===== src/rtl/la_trace_decoder.sv =====
// la_trace_decoder: expands run-length-encoded logic-analyzer trace packets
// {rc[31:24], la_data[23:0]} from an AXI-Stream slave port into a
// cycle-by-cycle stream of 24-bit samples with a valid/ready handshake.
// A packet with rc != 0 replays its data for rc cycles. The all-zero packet
// is an overflow marker and produces a single gap sample. A packet with
// rc == 0 and nonzero data is malformed; it is dropped and o_err pulses.
// Optional feature macro: LA_DEC_STATS_EN enables four saturating statistics
// counters. When it is undefined, the stat_* ports are tied to zero.
module la_trace_decoder #(
  parameter int pLA_WIDTH  = 24,
  parameter int pRC_WIDTH  = 8,
  parameter int pCNT_WIDTH = 16
) (
  input  logic                           axis_clk,
  input  logic                           axis_rst_n,
  input  logic                           dec_enable,
  input  logic [pLA_WIDTH+pRC_WIDTH-1:0] s_tdata,
  input  logic                           s_tvalid,
  output logic                           s_tready,
  input  logic                           s_tlast,
  input  logic [1:0]                     s_tuser,
  output logic [pLA_WIDTH-1:0]           o_data,
  output logic                           o_gap,
  output logic                           o_run_last,
  output logic                           o_vld,
  input  logic                           o_rdy,
  output logic                           o_err,
  output logic [pCNT_WIDTH-1:0]          stat_pkt,
  output logic [pCNT_WIDTH-1:0]          stat_gap,
  output logic [pCNT_WIDTH-1:0]          stat_err,
  output logic [pCNT_WIDTH-1:0]          stat_burst
);

  localparam int PKT_W = pLA_WIDTH + pRC_WIDTH;

  logic [pRC_WIDTH-1:0] rem;
  logic [pLA_WIDTH-1:0] hold_data;
  logic                 hold_gap;
  logic                 err_q;

  logic [pRC_WIDTH-1:0] pkt_rc;
  logic [pLA_WIDTH-1:0] pkt_data;
  logic                 pkt_accept;
  logic                 pkt_is_run;
  logic                 pkt_is_null;
  logic                 pkt_is_bad;
  logic                 rem_is_one;
  logic                 sample_take;

  // The sideband user bits carry nothing for this block. s_tlast only feeds
  // the optional burst counter, so it is folded in here as well.
  logic unused_inputs;
  assign unused_inputs = ^{s_tuser, s_tlast};

  assign pkt_rc      = s_tdata[PKT_W-1:pLA_WIDTH];
  assign pkt_data    = s_tdata[pLA_WIDTH-1:0];
  assign pkt_accept  = s_tvalid & s_tready;
  assign pkt_is_run  = (pkt_rc != '0);
  assign pkt_is_null = (pkt_rc == '0) & (pkt_data == '0);
  assign pkt_is_bad  = (pkt_rc == '0) & (pkt_data != '0);
  assign rem_is_one  = (rem == pRC_WIDTH'(1));
  assign sample_take = o_vld & o_rdy;

  // A new packet is taken when the current run is empty, or when its last
  // sample is being consumed this cycle. This gives bubble-free back-to-back
  // runs. While disabled, the input is drained unconditionally.
  assign s_tready = dec_enable ? ((rem == '0) | (rem_is_one & o_rdy)) : 1'b1;

  assign o_vld      = (rem != '0);
  assign o_run_last = rem_is_one;
  assign o_data     = hold_data;
  assign o_gap      = hold_gap;
  assign o_err      = err_q;

  // Run state: a packet load takes priority over the decrement for the
  // consumed sample. Disabling the decoder flushes the run in progress.
  always_ff @(posedge axis_clk or negedge axis_rst_n) begin
    if (!axis_rst_n) begin
      rem       <= '0;
      hold_data <= '0;
      hold_gap  <= 1'b0;
      err_q     <= 1'b0;
    end else begin
      err_q <= dec_enable & pkt_accept & pkt_is_bad;
      if (!dec_enable) begin
        rem <= '0;
      end else if (pkt_accept & pkt_is_run) begin
        hold_data <= pkt_data;
        hold_gap  <= 1'b0;
        rem       <= pkt_rc;
      end else if (pkt_accept & pkt_is_null) begin
        hold_data <= '0;
        hold_gap  <= 1'b1;
        rem       <= pRC_WIDTH'(1);
      end else if (sample_take) begin
        rem <= rem - 1'b1;
      end
    end
  end

`ifdef LA_DEC_STATS_EN
  logic [pCNT_WIDTH-1:0] cnt_pkt;
  logic [pCNT_WIDTH-1:0] cnt_gap;
  logic [pCNT_WIDTH-1:0] cnt_err;
  logic [pCNT_WIDTH-1:0] cnt_burst;

  // Saturating per-class counters. They advance only on accepted beats while
  // the decoder is enabled, so they stay frozen during a flush.
  always_ff @(posedge axis_clk or negedge axis_rst_n) begin
    if (!axis_rst_n) begin
      cnt_pkt   <= '0;
      cnt_gap   <= '0;
      cnt_err   <= '0;
      cnt_burst <= '0;
    end else if (dec_enable & pkt_accept) begin
      if (pkt_is_run && (cnt_pkt != '1))
        cnt_pkt <= cnt_pkt + 1'b1;
      if (pkt_is_null && (cnt_gap != '1))
        cnt_gap <= cnt_gap + 1'b1;
      if (pkt_is_bad && (cnt_err != '1))
        cnt_err <= cnt_err + 1'b1;
      if (s_tlast && (cnt_burst != '1))
        cnt_burst <= cnt_burst + 1'b1;
    end
  end

  assign stat_pkt   = cnt_pkt;
  assign stat_gap   = cnt_gap;
  assign stat_err   = cnt_err;
  assign stat_burst = cnt_burst;
`else
  assign stat_pkt   = '0;
  assign stat_gap   = '0;
  assign stat_err   = '0;
  assign stat_burst = '0;
`endif

endmodule


===== config.mk =====
export PLATFORM = sky130hd
export DESIGN_NAME = la_trace_decoder
export DESIGN_NICKNAME = d
export VERILOG_FILES = /design/src/rtl/la_trace_decoder.sv
export SDC_FILE = /design/constraint.sdc
export NUM_CORES = 1
export LEC_CHECK = 0
export BUFFER_PORTS_ARGS = -buffer_cell sky130_fd_sc_hd__buf_2
export CELL_PAD_IN_SITES_DETAIL_PLACEMENT = 1
export CELL_PAD_IN_SITES_GLOBAL_PLACEMENT = 2
export CORE_MARGIN = 2
export CORE_UTILIZATION = 26
export CTS_CLUSTER_DIAMETER = 200
export CTS_CLUSTER_SIZE = 8
export DETAILED_ROUTE_END_ITERATION = 10
export PLACE_DENSITY = 0.88
export SYNTH_ARGS = -nofsm -noshare
export SYNTH_HDL_FRONTEND = slang
export SYNTH_SLANG_ARGS = --single-unit
export TNS_END_PERCENT = 10

===== constraint.sdc =====
create_clock -name axis_clk -period 3.25 [get_ports axis_clk]
set_clock_uncertainty 0.05 [all_clocks]
set_input_delay 0.65 -clock axis_clk [delete_from_list [all_inputs] [get_ports axis_clk]]
set_output_delay 0.65 -clock axis_clk [all_outputs]
set_load 0.005 [all_outputs]

==> impl_metrics.py <==
metrics = {
    "timing": {
        "slew_violations": 0,
        "setup_tns_ps": 0,
        "slew_headroom_pct": 46.4,
        "max_freq_ghz": 0.384,
        "final_hold_viol_count": 0,
        "setup_viol": 0,
        "period_minus_slack_ps": 2610,
        "rsz0062_at_grt": "no",
        "fin_crit_sh_pct": 80.2,
        "worstMarginPinSlew_ps": 805,
    },
    "grt": {
        "grt_use_total_pct": 11.3,
        "grt_max_degree": 35,
        "first_global_vias": 1652,
        "antenna_found_initial": 0,
        "grt_pass1_wl_um": 8600,
        "grt_overflow": 0,
    },
    "power_and_ir_drop": {
        "internal_power_uw": 1220,
        "p_seq_share_pct": 38.2,
        "vdd_ir_drop_max_v": 0.000190,
        "p_sw_uw": 757,
        "p_total_uw": 1980,
        "p_leak_uw": 0.00128,
        "pwr-share-comb_pct": 47.0,
        "cellPowerDensity_nw_per_um2": 796,
        "swShare_pct": 38.3,
        "power.share.clock_pct": 14.8,
    },
    "clock_network": {
        "cts-root-buf": "clkbuf_8",
        "cts_tree": "done",
        "postCtsHoldBufs": 0,
        "cts_buffer_depth": 2,
        "htree_levels": 2,
        "post_cts_buffers": 0,
        "cts.clk_slew.worst_paths_ps": 70,
        "clock_sinks": 34,
        "cts_made_buffers": 5,
        "worstSkewPairLatency_ps": 280,
        "cts_resized": 0,
    },
    "floorplanning": {
        "core_area_um2": 8300,
        "num_io_pins": 133,
        "start_util_pct": 27.0,
        "die_h_um": 96.9,
        "die_area_um2": 9390,
        "die-width_um": 96.9,
        "rows": 33,
    },
    "setup_path": {
        "end_kind": "register",
        "worst-setup-path-type": "input port to register",
        "critPathMaxStageDelay_ps": 620,
        "worstPathArrival_ps": 2720,
        "worstPathCellList": "buf_2 > nor4_1 > nand4_1 > o21ai_0 > nand3_4 > a22o_2",
        "reg2reg_from": "rem[7]",
        "slowest_stage": "o21ai_0",
        "crit_path_max_fanout": 25,
        "cp.required_ps": 3360,
        "cp-startpoint": "s_tdata[4]",
        "r2r_slack_ps": 680,
        "cp-start-kind": "input port",
    },
    "cells_and_area": {
        "nets": 333,
        "areaGrowthSynthToFinish_pct": 10.5,
        "drive_gt1_share_pct": 34.0,
        "antenna_cells": 0,
    },
    "synth": {
        "ys_ff_latch": 34,
        "yosys.area_share.simple_pct": 12.7,
        "synth_xor_area_share_pct": 0.780,
        "synth-async-reset-ratio_pct": 100,
        "yosys_warnings": 0,
        "synth_top_family_by_area": "buffers and inverters",
        "syn_inst": 226,
        "yosys-mux-area-fraction_pct": 0.948,
        "synth_fa_ha_area_share_pct": 1.11,
        "ys_seq_area_share_pct": 37.9,
        "ys_types": 45,
        "synth-main-ff-cell": "dfrtp_1",
        "synth_edf_count": 0,
        "synth_compound_area_share_pct": 20.6,
        "syn_avg_cell_area_um2": 9.93,
        "synth.cell_area_um2": 2240,
    },
    "placement": {
        "place.gp.congestion": 0.780,
        "dp_hpwl_um": 4350,
        "io_buffer_count": 65,
    },
    "run": {
        "maxCapViolations": 0,
    },
    "drt": {
        "routed_via_density": 4.43,
        "avgRoutedWirePerCell_um": 14.2,
        "firstDrtPassIters": 4,
        "vias": 1754,
        "drtAntennaViolNets": 0,
        "wirelength_um": 5620,
        "drt_iter0_drc": 31,
        "drc": 0,
    },
    "worst_hold_path": {
        "hold_path_class": "input port to async pin",
    },
    "status": {
        "run_status": "completed",
    },
}
per-layer routing:
| metal | up-vias | GRT usage (%) | routed length, um |
|---|---|---|---|
| met1 | 843 | 15.8 | 2530 |
| met3 | 5 | 3.32 | 482 |
| li1 | 814 | - | - |
| met5 | - | 0 | 0 |
| met4 | 0 | 3.03 | 48 |
| met2 | 92 | 17.0 | 2550 |
critical path: cells and delay by family:
family | cells | cell delay, ps
compound gates | 2 | 1000
simple gates | 3 | 940
buf+inv | 1 | 110
power groups by stage:
stage	clock (uW)	sequential (uW)	combinational, uW
6_report	292	756	928
5_1_grt	332	789	1020
4_1_cts	312	757	939
3_5_place_dp	0	766	931
3_3_place_gp	0	755	901
2_1_floorplan	0	742	667
state kept, by name, summed over array words and instances, names as in the netlist:
| register | flops |
|---|---|
| o_gap | 1 |
| o_data | 24 |
| rem | 8 |
| o_err | 1 |
worst paths after layout:
path                       cells past startpoint          to
setup / recovery                               6  o_data[18]
hold / removal                                 1  o_data[16]
setup reg to reg                               6  o_data[18]
hold reg to reg                                1  o_data[10]
max in group asynchronous                      1  o_data[23]
min in group axis_clk                          1  o_data[10]
layout make-up:
| type | instances | area [um2] |
|---|---|---|
| multi-input combinational | 175 | 1050 |
| clock inverter | 2 | 10.0 |
| clock buffer | 5 | 68.8 |
| sequential | 34 | 851 |
| fill | 1010 | 5820 |
| tap | 105 | 131 |
| timing repair buffer | 67 | 340 |
| inverter | 8 | 30.0 |
layout by cell type, fill, tap and decap left out, types with 2 or more instances in the layout:
cell and count:
buf_4 2, a221oi_1 2, a22o_2 17, nor4_1 8, o21ai_1 2, ha_1 2, a21oi_1 5, buf_2 65
nor3b_1 2, o2111ai_1 2, o31ai_1 2, clkinv_2 2, a22o_1 8, or4_1 3, nor2_1 7, nand2_1 15
inv_1 8, clkbuf_8 5, dfrtp_1 34, o21ai_0 3, xor2_1 2, o22ai_1 2, o32ai_1 2, nor3_1 4
conb_1 64, nand3_1 2, nor2b_1 2, nand2_2 2
kinds of logic after synthesis:
| kind of cell | Yosys count |
|---|---|
| buffers and inverters | 80 |
| AO/OA/AOI/OAI | 54 |
| AND/OR/NAND/NOR | 51 |
| flip-flops | 34 |
| adder cells (fa/ha/maj) | 2 |
| XOR/XNOR | 2 |
| multiplexers | 2 |
| other | 1 |
synth_stat cells, types with 2 or more instances:
master | n | area [um2]
nor3b_1 | 2 | 15.0
buf_2 | 2 | 10.0
ha_1 | 2 | 25.0
inv_1 | 8 | 30.0
a22o_2 | 17 | 170
o31ai_1 | 2 | 15.0
o21ai_1 | 2 | 10.0
nor4_1 | 8 | 50.1
nor2_1 | 7 | 26.3
o2111ai_1 | 2 | 17.5
nand2_2 | 2 | 12.5
or4_1 | 3 | 22.5
o32ai_1 | 2 | 17.5
o22ai_1 | 2 | 12.5
a22o_1 | 8 | 70.1
nand3_1 | 2 | 10.0
a21oi_1 | 5 | 25.0
o21ai_0 | 3 | 15.0
buf_4 | 64 | 480
buf_6 | 5 | 56.3
nor3_1 | 4 | 20.0
nand2_1 | 15 | 56.3
dfrtp_1 | 34 | 851
a221oi_1 | 2 | 17.5
nor2b_1 | 2 | 12.5
xor2_1 | 2 | 17.5
per-stage QoR:
step,worst slack [ps],util (%),hold WS (ps),std cells,cell area (um2)
floorplan,866,-,304,289,2480
global placement,383,28.9,434,389,2400
detailed placement,335,28.9,440,389,2400
CTS,628,29.9,434,396,2480
global route,465,29.9,466,396,2480
finish,645,29.9,413,396,2480
Power figures use the tool's default switching activity.
